--- src/rtl/aes_pkg.sv ---
// Shared state type and constants for the AES round scheduler.
// Round counts and mode encodings are common to aes_round_sched and aes_round_cnt.
package aes_pkg;

    typedef enum logic [1:0] {
        IDLE,
        INIT,
        ROUND,
        HOLD
    } state_t;

    localparam int unsigned NR_128 = 10;
    localparam int unsigned NR_192 = 12;
    localparam int unsigned NR_256 = 14;

    localparam logic MODE_ENC = 1'b0;
    localparam logic MODE_DEC = 1'b1;

    function automatic logic nr_supported(input int unsigned nr);
        return (nr == NR_128) || (nr == NR_192) || (nr == NR_256);
    endfunction

endpackage

--- src/rtl/aes_round_cnt.sv ---
// Round counter with terminal-count flags and round-key address mapping.
// Reverse (decrypt) addressing exists only when AES_DEC_EN is defined.
module aes_round_cnt
    import aes_pkg::*;
#(
    parameter int unsigned NR = NR_128,
    parameter int unsigned AW = 4
) (
    input  logic          clk,
    input  logic          rst,
    input  logic          load_i,
    input  logic [AW-1:0] load_val_i,
    input  logic          inc_i,
    input  logic          mode_i,
    output logic          tc_o,
    output logic          tc_next_o,
    output logic [AW-1:0] addr_next_o
);

    localparam logic [AW-1:0] NR_A = AW'(NR);

    logic [AW-1:0] cnt_q;
    logic [AW-1:0] cnt_d;

    always_comb begin
        cnt_d = cnt_q;
        if (load_i) begin
            cnt_d = load_val_i;
        end else if (inc_i) begin
            cnt_d = cnt_q + 1'b1;
        end
    end

    always_ff @(posedge clk or negedge rst) begin
        if (!rst) begin
            cnt_q <= '0;
        end else begin
            cnt_q <= cnt_d;
        end
    end

    assign tc_o      = (cnt_q == NR_A);
    assign tc_next_o = (cnt_d == NR_A);

    // Address follows the next count so the registered key_addr lines up with rnd_en.
`ifdef AES_DEC_EN
    assign addr_next_o = (mode_i == MODE_DEC) ? (NR_A - cnt_d) : cnt_d;
`else
    logic unused_mode;
    assign unused_mode = mode_i;
    assign addr_next_o = cnt_d;
`endif

endmodule

--- src/rtl/aes_round_sched.sv ---
// AES round scheduler: sequences initial AddRoundKey, NR-1 rounds and final round.
// Define AES_DEC_EN to enable decryption (reverse round-key addressing).
module aes_round_sched
    import aes_pkg::*;
#(
    parameter int unsigned NR = NR_128,
    parameter int unsigned AW = 4
) (
    input  logic          clk,
    input  logic          rst,
    input  logic          key_loaded,
    input  logic          start_valid,
    input  logic          start_mode,
    output logic          start_ready,
    output logic [AW-1:0] key_addr,
    output logic          rnd_en,
    output logic          rnd_first,
    output logic          rnd_last,
    output logic          rnd_mode,
    output logic          done_valid,
    input  logic          done_ready,
    output logic          abort,
    output logic          crypto_ready
);

    state_t        state_q, state_d;
    logic          mode_q, mode_d;
    logic          req_mode;
    logic          cnt_load, cnt_inc;
    logic          tc, tc_next;
    logic [AW-1:0] addr_next;

    logic [AW-1:0] key_addr_q, key_addr_d;
    logic          rnd_en_q, rnd_en_d;
    logic          rnd_first_q, rnd_first_d;
    logic          rnd_last_q, rnd_last_d;
    logic          done_valid_q, done_valid_d;
    logic          abort_q, abort_d;

`ifdef AES_DEC_EN
    assign req_mode = start_mode;
`else
    logic unused_start_mode;
    assign unused_start_mode = start_mode;
    assign req_mode = MODE_ENC;
`endif

    aes_round_cnt #(
        .NR(NR),
        .AW(AW)
    ) u_cnt (
        .clk        (clk),
        .rst        (rst),
        .load_i     (cnt_load),
        .load_val_i ('0),
        .inc_i      (cnt_inc),
        .mode_i     (mode_d),
        .tc_o       (tc),
        .tc_next_o  (tc_next),
        .addr_next_o(addr_next)
    );

    always_comb begin
        state_d  = state_q;
        mode_d   = mode_q;
        cnt_load = 1'b0;
        cnt_inc  = 1'b0;
        abort_d  = 1'b0;
        unique case (state_q)
            IDLE: begin
                if (start_valid && key_loaded) begin
                    state_d  = INIT;
                    mode_d   = req_mode;
                    cnt_load = 1'b1;
                end
            end
            INIT: begin
                if (!key_loaded) begin
                    state_d = IDLE;
                    abort_d = 1'b1;
                end else begin
                    state_d = ROUND;
                    cnt_inc = 1'b1;
                end
            end
            ROUND: begin
                if (!key_loaded) begin
                    state_d = IDLE;
                    abort_d = 1'b1;
                end else if (tc) begin
                    state_d = HOLD;
                end else begin
                    cnt_inc = 1'b1;
                end
            end
            HOLD: begin
                // A transfer completing as the key drops still counts as delivered.
                if (done_ready) begin
                    state_d = IDLE;
                end else if (!key_loaded) begin
                    state_d = IDLE;
                    abort_d = 1'b1;
                end
            end
            default: state_d = IDLE;
        endcase
    end

    // Registered outputs are derived from the next state so they align with it.
    always_comb begin
        rnd_en_d     = (state_d == INIT) || (state_d == ROUND);
        rnd_first_d  = (state_d == INIT);
        rnd_last_d   = (state_d == ROUND) && tc_next;
        done_valid_d = (state_d == HOLD);
        key_addr_d   = rnd_en_d ? addr_next : key_addr_q;
    end

    always_ff @(posedge clk or negedge rst) begin
        if (!rst) begin
            state_q      <= IDLE;
            mode_q       <= MODE_ENC;
            key_addr_q   <= '0;
            rnd_en_q     <= 1'b0;
            rnd_first_q  <= 1'b0;
            rnd_last_q   <= 1'b0;
            done_valid_q <= 1'b0;
            abort_q      <= 1'b0;
        end else begin
            state_q      <= state_d;
            mode_q       <= mode_d;
            key_addr_q   <= key_addr_d;
            rnd_en_q     <= rnd_en_d;
            rnd_first_q  <= rnd_first_d;
            rnd_last_q   <= rnd_last_d;
            done_valid_q <= done_valid_d;
            abort_q      <= abort_d;
        end
    end

    assign start_ready  = (state_q == IDLE) && key_loaded;
    assign crypto_ready = start_ready;
    assign key_addr     = key_addr_q;
    assign rnd_en       = rnd_en_q;
    assign rnd_first    = rnd_first_q;
    assign rnd_last     = rnd_last_q;
    assign rnd_mode     = mode_q;
    assign done_valid   = done_valid_q;
    assign abort        = abort_q;

endmodule

--- config.mk ---
export PLATFORM = sky130hd
export DESIGN_NAME = aes_round_sched
export DESIGN_NICKNAME = d
export VERILOG_FILES = /design/src/rtl/aes_pkg.sv /design/src/rtl/aes_round_cnt.sv /design/src/rtl/aes_round_sched.sv
export SDC_FILE = /design/constraint.sdc
export NUM_CORES = 1
export LEC_CHECK = 0
export CORE_UTILIZATION = 43
export CTS_CLUSTER_SIZE = 30
export DETAILED_ROUTE_END_ITERATION = 10
export PLACE_DENSITY_LB_ADDON = 0.05
export RECOVER_POWER = 100
export SLEW_MARGIN = 20
export SYNTH_ARGS = -nofsm -noshare
export SYNTH_HDL_FRONTEND = slang
export SYNTH_SLANG_ARGS = --single-unit
--- constraint.sdc ---
create_clock -name clk -period 3.3 [get_ports clk]
set_input_delay 0.66 -clock clk [delete_from_list [all_inputs] [get_ports clk]]
set_output_delay 0.66 -clock clk [all_outputs]
set_load 0.01 [all_outputs]
==> reports/metrics.cfg, run 1 <==
[global_routing]
grt_pass1_vias = 565
grt_remaining_overflow = 0
antenna_found_initial = 0
track_usage = 0.1577
grt_pass1_wl_mm = 2.394
grt_max_degree = 16

[sta]
tightest_slew_ns = 0.6446
period_needed_ns = 2.846
setup_viol = 0
setup_tns_ns = 0
slew_headroom = 0.5689
rsz0062_at_grt = no
fmaxAchievable_mhz = 351.4
drv_slew = 0
period_share = 0.8623
clock_skew_ns = 0.003476
hold_viol = 0

[yosys]
ys_ff_latch = 15
synth.avg_cell_area_um2 = 10.59
muxShareOfSynthArea = 0.04670
synthCells = 86
synthSimpleGateAreaFrac = 0.2005
yosysWarnings = 0
synth_compound_area_frac = 0.1387
synth_area_um2 = 910.9
synth_top_family_by_area = simple AND/OR/NAND/NOR gates
synth.distinct_cells = 33
ys_seq_area_frac = 0.4121
synthAdderAreaFrac = 0.1236
synthXorXnorAreaFrac = 0
synth_nets = 101

[setup_path]
reg2reg_to = key_addr[0]
path_buf_inv = 2
rr_startpoint = state_q[0]
cp_slowest_cell = dlygate4sd3_1
cp_cell_sequence = dlygate4sd3_1 > and2_0 > dlygate4sd3_1
slowest_delay_ns = 0.73
cp-start-kind = input port
reg2reg_depth = 8
crit_top_cell = dlygate4sd3_1
arrival_ns = 2.19
cp_max_fo = 10
r2r_setup_slack_ns = 0.97
worstPathRequired_ns = 2.64
endpoint_kind = primary output
crit_start = key_loaded
worst-setup-path-type = input port to primary output
critical_path.top_delay_family = buffers and inverters

[min_path]
hold_start = key_addr[2]
worstHoldPathCells = 2
holdPathEnd = key_addr[2]
min_path_type = register to register

[placed_design]
hpwlAfterDp_mm = 1.172
io_buffers = 15
place.gp.congestion = 0.8280

[final_layout]
register_area_um2 = 375.4
num-fill-cells = 181
drive_above_1_share = 0.09000
final_cell_mix = dfrtp_1 (15), dlygate4sd3_1 (12), ha_1 (9), nand2_1 (7), inv_1 (6)
diodes = 0
syn2layout_area_growth_pct = 16.90
layout_commonest_cell = dfrtp_1
multi_input_area_um2 = 456.7
finalNetCount = 116

[route]
vias = 643
viasPerCell = 5.063
wl_per_cell_um = 11.80
antenna_left = 0
drt_pass1_iterations = 4
drc = 0
drt_iter0_drc = 7
drt-total-wl_mm = 1.498

[floorplanning]
die_w_um = 48.03
num_io_pins = 18
initial_utilization = 0.4596
placementRows = 16
die-area_um2 = 2306
core_um2 = 1982
die_y_um = 48.03

[clock_network]
ctsHoldBuffers = 0
postCtsSetupBuffers = 0
cts_made_buffers = 3
clkSinkCount = 15
h-tree-depth = 1
root_buffer = clkbuf_4
cts_tree = done
cts_buffer_depth = 2
cts_resized = 0
worstSkewPairLatency_ns = 0.28
path_clk_slew_ns = 0.08

[power]
p_leak_nw = 0.5214
powerDensity_nw_per_um2 = 653.3
power_mw = 0.6957
vdd_drop_max_uv = 314.5

[run]
maxCapViolCount = 0

[status]
status = complete, no violations

==> cell usage after synthesis, drive strengths merged <==
| cell type | count | area (um^2) |
|---|---|---|
| dfrtp | 15 | 375.4 |
| buf | 5 | 45.04 |
| ha | 9 | 112.6 |
| nor2 | 5 | 21.27 |
| and4bb | 1 | 12.51 |
| o21ai | 3 | 15.01 |
| mux2 | 2 | 22.52 |
| and4b | 1 | 10.01 |
| nor4 | 2 | 33.78 |
| o211a | 2 | 20.02 |
| a21oi | 4 | 20.02 |
| a22o | 1 | 8.760 |
| mux2i | 2 | 20.02 |
| o21a | 1 | 7.510 |
| nand3 | 4 | 20.02 |
| a31oi | 1 | 6.260 |
| nor2b | 2 | 12.51 |
| conb | 1 | 3.750 |
| a21boi | 1 | 7.510 |
| a22oi | 1 | 7.510 |
| nand2b | 2 | 12.51 |
| o31ai | 2 | 15.01 |
| nand2 | 7 | 26.28 |
| o211ai | 1 | 12.51 |
| inv | 6 | 22.52 |
| nand4bb | 1 | 11.26 |
| nor3 | 1 | 5.000 |
| and2 | 1 | 6.260 |
| and3 | 1 | 11.26 |
| o22ai | 1 | 6.260 |
==> worst min-delay path: stages (launching register included) <==
cell and delay, ns:
dfrtp_1 0.34, nand2_1 0.05, o31ai_1 0.06
==> stage by stage <==
step,instance area (um^2),hold slack [ns],std cells,util,worst slack [ns]
6_report,1065,0.4884,127,0.5372,0.4544
2_1_floorplan,910.9,0.3644,86,-,1.194
3_3_place_gp,1050,0.4711,123,0.5297,0.5058
4_1_cts,1076,0.4944,127,0.5429,0.5742
5_1_grt,1065,0.5094,127,0.5372,0.3443
3_5_place_dp,1050,0.4730,123,0.5297,0.4888
==> worst max-delay path by stage <==
stage	to	slack, ns	cells past startpoint
floorplan	key_addr[0]	1.19	7
global placement	key_addr[0]	0.51	7
detailed placement	key_addr[0]	0.49	7
CTS	start_ready	0.57	3
global route	crypto_ready	0.34	3
finish	crypto_ready	0.45	3
==> registers in the layout, indices dropped and copies added (netlist names) <==
register	flops
state_q	2
rnd_first	1
u_cnt.cnt_q	4
rnd_en	1
key_addr	4
done_valid	1
rnd_last	1
abort	1
==> power by group <==
part	switching (mW)	total (mW)	internal, mW
registers	0.0341	0.262	0.228
clock network	0.0536	0.100	0.0469
logic	0.182	0.333	0.151
total	0.270	0.696	0.426
==> kinds of logic after synthesis <==
logic type	Yosys count
AO/OA/AOI/OAI	18
adder cells (fa/ha/maj)	9
buffers and inverters	11
flip-flops	15
multiplexers	4
other	1
AND/OR/NAND/NOR	28
==> routing by layer <==
layer	vias up	track usage	part of all wire
met5	-	0	0
met4	0	0.03333	0
met3	0	0.05660	0.045
met2	13	0.2703	0.50
met1	303	0.1901	0.46
li1	327	-	-
==> final cells by class <==
class | instances | share of cell area
Sequential cell | 15 | 0.3525
Timing Repair Buffer | 15 | 0.1410
Multi-Input combinational cell | 60 | 0.4289
Clock buffer | 4 | 0.02468
Tap cell | 27 | 0.03173
Inverter | 6 | 0.02115
No activity file was read; power rests on OpenSTA's default activity.
==> run 2: changes to the inputs <==
--- a/config.mk
+++ b/config.mk
@@ -8,9 +8,9 @@
 export CORE_UTILIZATION = 43
 export CTS_CLUSTER_SIZE = 30
 export DETAILED_ROUTE_END_ITERATION = 10
-export PLACE_DENSITY_LB_ADDON = 0.05
+export PLACE_DENSITY = 0.8
 export RECOVER_POWER = 100
-export SLEW_MARGIN = 20
+export SLEW_MARGIN = 10
 export SYNTH_ARGS = -nofsm -noshare
 export SYNTH_HDL_FRONTEND = slang
 export SYNTH_SLANG_ARGS = --single-unit
==> reports/metrics.cfg, run 2 (same netlist as run 1, synthesis figures left out) <==
[power]
powerDensity_nw_per_um2 = 661.6  ; +1.3%
vdd_drop_max_uv = 370.0  ; +18%
p_sw_mw = 0.2814  ; +4.2%
pwr-share-seq = 0.368  ; -0.009
p_int_mw = 0.4256  ; about the same
p_comb_frac = 0.479  ; about the same
p_leak_nw = 0.5203  ; -0.20%
power_frac_clock = 0.152  ; +0.008
switching_share = 0.3980  ; +0.009908

[sta]
setup_viol = 0  ; unchanged
setup_tns_ns = 0  ; unchanged
rsz0062_at_grt = no
period_share = 0.8660  ; +0.003740
drv_slew = 0  ; unchanged
clock_skew_ns = 0.007920  ; +0.004444 ns
period_needed_ns = 2.858  ; +0.01234 ns
tightest_slew_ns = 0.6580  ; +0.01349 ns
slew_headroom = 0.5599  ; -0.009023
hold_viol = 0  ; unchanged
fmaxAchievable_mhz = 349.9  ; -0.43%

[global_routing]
track_usage = 0.1713  ; +0.01365
antenna_found_initial = 0  ; unchanged
grt_pass1_wl_mm = 2.684  ; +12%
grt_max_degree = 16  ; unchanged
grt_remaining_overflow = 0  ; unchanged
grt_pass1_vias = 637  ; +13%

[clock_network]
cts_made_buffers = 3  ; unchanged
cts_tree = done
worstSkewPairLatency_ns = 0.29  ; about the same
ctsHoldBuffers = 0  ; unchanged
cts_resized = 0  ; unchanged
root_buffer = clkbuf_4
clkSinkCount = 15  ; unchanged
postCtsSetupBuffers = 0  ; unchanged
path_clk_slew_ns = 0.10  ; +0.02 ns
cts_buffer_depth = 2  ; unchanged
h-tree-depth = 1  ; unchanged

[placed_design]
hpwlAfterDp_mm = 1.209  ; +3.1%
placed_area_um2 = 1050  ; unchanged
dp_cells = 123  ; unchanged
place.gp.congestion = 0.8182  ; -1.2%
io_buffers = 15  ; unchanged

[min_path]
hold_start = key_addr[3]
worstHoldPathCells = 2  ; unchanged
min_path_type = register to register

[route]
drt_iter0_drc = 10  ; +3
drt_pass1_iterations = 4  ; unchanged
antenna_left = 0  ; unchanged
wl_per_cell_um = 12.50  ; +5.9%
viasPerCell = 5.346  ; +5.6%
vias = 679  ; +5.6%
drt-total-wl_mm = 1.587  ; +5.9%
drc = 0  ; unchanged

[floorplanning]
die_y_um = 48.03  ; unchanged
num_io_pins = 18  ; unchanged
die-area_um2 = 2306  ; unchanged
placementRows = 16  ; unchanged
core_um2 = 1982  ; unchanged
initial_utilization = 0.4596  ; unchanged
die_w_um = 48.03  ; unchanged

[setup_path]
rr_startpoint = state_q[0]
cp_max_fo = 10  ; unchanged
reg2reg_depth = 8  ; unchanged
endpoint_kind = primary output
worst-setup-path-type = input port to primary output
worstPathRequired_ns = 2.64  ; about the same
cp-start-kind = input port
crit_start = key_loaded
arrival_ns = 2.20  ; about the same

[final_layout]
fin_area_um2 = 1069  ; +0.35%
diodes = 0  ; unchanged
layout.cells.non_filler = 127  ; unchanged
syn2layout_area_growth_pct = 17.31
drive_above_1_share = 0.1000  ; +0.01000
final_cell_mix = dfrtp_1 (15), dlygate4sd3_1 (12), ha_1 (9), nand2_1 (7), inv_1 (6)
layout_commonest_cell = dfrtp_1
finalNetCount = 116  ; unchanged

[run]
maxCapViolCount = 0  ; unchanged

[status]
status = complete, no violations

==> run 2: final cells by class <==
type / count / area [um^2]
Fill cell: 174 / 913.4
Sequential cell: 15 / 375.4
Timing Repair Buffer: 15 / 150.1
Clock inverter: 1 / 7.507
Tap cell: 27 / 33.78
Multi-Input combinational cell: 60 / 456.7
Inverter: 6 / 22.52
Clock buffer: 3 / 22.52
==> run 2: final timing paths <==
path | endpoint | slack [ns]
max | start_ready | 0.44
min | key_addr[3] | 0.49
max reg2reg | key_addr[0] | 1.03
min reg2reg | key_addr[3] | 0.49
max in group asynchronous | done_valid | 2.04
min in group asynchronous | key_addr[0] | 0.83
==> run 2: power groups by stage <==
stage	Combinational, mW	Sequential, mW	Clock, mW
after CTS	0.358	0.262	0.112
final	0.339	0.261	0.108
after floorplan	0.250	0.272	0
after global placement	0.342	0.264	0
after global routing	0.377	0.269	0.120
after detailed placement	0.357	0.265	0
==> run 2: metal layers <==
layer	share of wire	GRT usage	wire, um	vias to the layer above
met3	0.049	0.05660	77	4
li1	-	-	-	327
met2	0.47	0.3027	751	24
met1	0.47	0.1958	746	324
met5	0	0	0	-
met4	0.0076	0.05000	12	0
==> run 2: stage by stage <==
stage	utilization	setup WS [ns]	hold WS, ns	total power, mW
5_1_grt	0.5391	0.3510	0.5239	0.7658
6_report	0.5391	0.4421	0.4898	0.7070
4_1_cts	0.5448	0.5633	0.4980	0.7314
3_5_place_dp	0.5297	0.4732	0.4736	0.6219
3_3_place_gp	0.5297	0.5142	0.4692	0.6062
2_1_floorplan	-	1.194	0.3644	0.5214
==> run 2: worst max-delay path, stage by stage <==
cell and delay, ns:
dlygate4sd3_1 0.74, and2_0 0.20, dlygate4sd3_1 0.60
==> run 3: changes to the inputs <==
==> constraint.sdc (replaced) <==
create_clock -name clk -period 2.99 [get_ports clk]
set_input_delay 0.598 -clock clk [delete_from_list [all_inputs] [get_ports clk]]
set_output_delay 0.598 -clock clk [all_outputs]
set_load 0.01 [all_outputs]
==> reports/metrics.cfg, run 3 (same netlist as run 1, synthesis figures left out) <==
[sta]
fin_ws_ns = 0.4017  ; -0.04035 ns
fmaxAchievable_mhz = 386.4
hold_viol = 0  ; unchanged
period_share = 0.8656
clock_skew_ns = 0.001649  ; -0.006271 ns
period_needed_ns = 2.588
setup_viol = 0  ; unchanged
tightest_slew_ns = 0.6410  ; -0.01707 ns
rsz0062_at_grt = no
drv_slew = 0  ; unchanged
hold_ws_ns = 0.4954  ; +0.005556 ns
setup_tns_ns = 0  ; unchanged
slew_headroom = 0.5713  ; +0.01142

[final_layout]
register_area_um2 = 375.4  ; unchanged
multi_input_area_um2 = 460.4  ; +0.82%
diodes = 0  ; unchanged
final_cell_mix = dfrtp_1 (15), dlygate4sd3_1 (12), ha_1 (9), nand2_1 (7), inv_1 (6)
syn2layout_area_growth_pct = 17.86
num-fill-cells = 180  ; +3.4%
layout_commonest_cell = dfrtp_1
drive_above_1_share = 0.09901  ; -0.0009901
finalNetCount = 117  ; +0.86%
fin_area_um2 = 1074  ; +0.47%

[global_routing]
grt_max_degree = 16  ; unchanged
antenna_found_initial = 0  ; unchanged
grt_remaining_overflow = 0  ; unchanged
grt_pass1_wl_mm = 2.946  ; +9.8%
grt_pass1_vias = 671  ; +5.3%
track_usage = 0.1910  ; +0.01962

[floorplanning]
initial_utilization = 0.4596  ; unchanged
die-area_um2 = 2306  ; unchanged
num_io_pins = 18  ; unchanged
die_w_um = 48.03  ; unchanged
core_um2 = 1982  ; unchanged
die_y_um = 48.03  ; unchanged
placementRows = 16  ; unchanged

[placed_design]
dp_slack_ns = 0.3998  ; -0.07342 ns
placed_area_um2 = 1057  ; +0.71%
io_buffers = 15  ; unchanged
place.gp.congestion = 0.8266  ; +1.0%
hpwlAfterDp_mm = 1.253  ; +3.7%

[setup_path]
worstPathRequired_ns = 2.39  ; -0.25 ns
cp-start-kind = register
cp_max_fo = 9  ; -1
cp_cell_sequence = inv_1 > ha_1 > and2_0 > dlygate4sd3_1
arrival_ns = 1.99  ; -0.21 ns
path_buf_inv = 2  ; unchanged
endpoint_kind = primary output
cp_slowest_cell = dlygate4sd3_1
worst-setup-path-type = register to primary output
slowest_delay_ns = 0.60  ; -0.14 ns
critical_path.top_delay_family = buffers and inverters

[route]
drt_iter0_drc = 6  ; -4
antenna_left = 0  ; unchanged
wl_per_cell_um = 13.21  ; +5.7%
drc = 0  ; unchanged
viasPerCell = 5.148  ; -3.7%
drt_pass1_iterations = 4  ; unchanged
vias = 659  ; -2.9%
drt-total-wl_mm = 1.691  ; +6.6%

[power]
power_frac_clock = 0.150  ; -0.002
p_comb_frac = 0.480  ; about the same
pwr-share-seq = 0.371  ; +0.003
p_sw_mw = 0.3126  ; +11%
vdd_drop_max_uv = 530.4  ; +43%
p_leak_nw = 0.5244  ; +0.78%
p_int_mw = 0.4685  ; +10%
powerDensity_nw_per_um2 = 727.6  ; +10%
switching_share = 0.4002  ; +0.002148
power_mw = 0.7811  ; +10%

[clock_network]
root_buffer = clkbuf_4
ctsHoldBuffers = 0  ; unchanged
cts_resized = 0  ; unchanged
cts_made_buffers = 3  ; unchanged
cts_buffer_depth = 2  ; unchanged
worstSkewPairLatency_ns = 0.29  ; about the same
cts_tree = done
clkSinkCount = 15  ; unchanged
path_clk_slew_ns = 0.09  ; about the same
h-tree-depth = 1  ; unchanged
postCtsSetupBuffers = 0  ; unchanged

[min_path]
min_path_type = register to register

[run]
maxCapViolCount = 0  ; unchanged

[status]
status = complete, no violations

[run 3: final timing paths]
kind / endpoint / start / cells past startpoint / slack, ns
min in group asynchronous: abort / rst / 1 / 0.77
max in group asynchronous: u_cnt.cnt_q[1] / rst / 1 / 1.81
min: key_addr[1] / key_addr[1] / 2 / 0.50
min reg2reg: key_addr[1] / key_addr[1] / 2 / 0.50
max reg2reg: key_addr[0] / state_q[0] / 8 / 0.67
max: start_ready / state_q[1] / 4 / 0.40
[run 3: per-stage QoR]
stage,std cells,util
after global routing,128,0.5417
after floorplan,86,-
after CTS,128,0.5473
final,128,0.5417
after global placement,124,0.5335
after detailed placement,124,0.5335
[run 3: per-layer routing]
layer	global-route usage	routed length [um]
met5	0	0
met4	0.05000	12
met3	0.06792	81
met2	0.3324	850
met1	0.2220	747
[run 3: worst register-to-register path: stages, from the launching register on]
cell     delay, ns
dfrtp_1       0.44
inv_1         0.09
ha_1          0.24
and4b_1       0.22
o21ai_0       0.23
mux2i_1       0.17
ha_1          0.39
inv_1         0.10
mux2_2        0.33
[run 3: cell type report]
| type | count | area share |
|---|---|---|
| clock inverter | 1 | 0.004662 |
| timing repair buffer | 16 | 0.1434 |
| tap | 27 | 0.03147 |
| clock buffer | 3 | 0.02098 |
| sequential | 15 | 0.3497 |
| multi-input combinational | 60 | 0.4289 |
| inverter | 6 | 0.02098 |
[run 3: power groups by stage]
stage	combinational (mW)	clock [mW]	sequential (mW)
floorplan	0.276	0	0.300
global placement	0.378	0	0.292
detailed placement	0.393	0	0.295
CTS	0.398	0.119	0.291
global route	0.424	0.133	0.295
finish	0.375	0.117	0.290
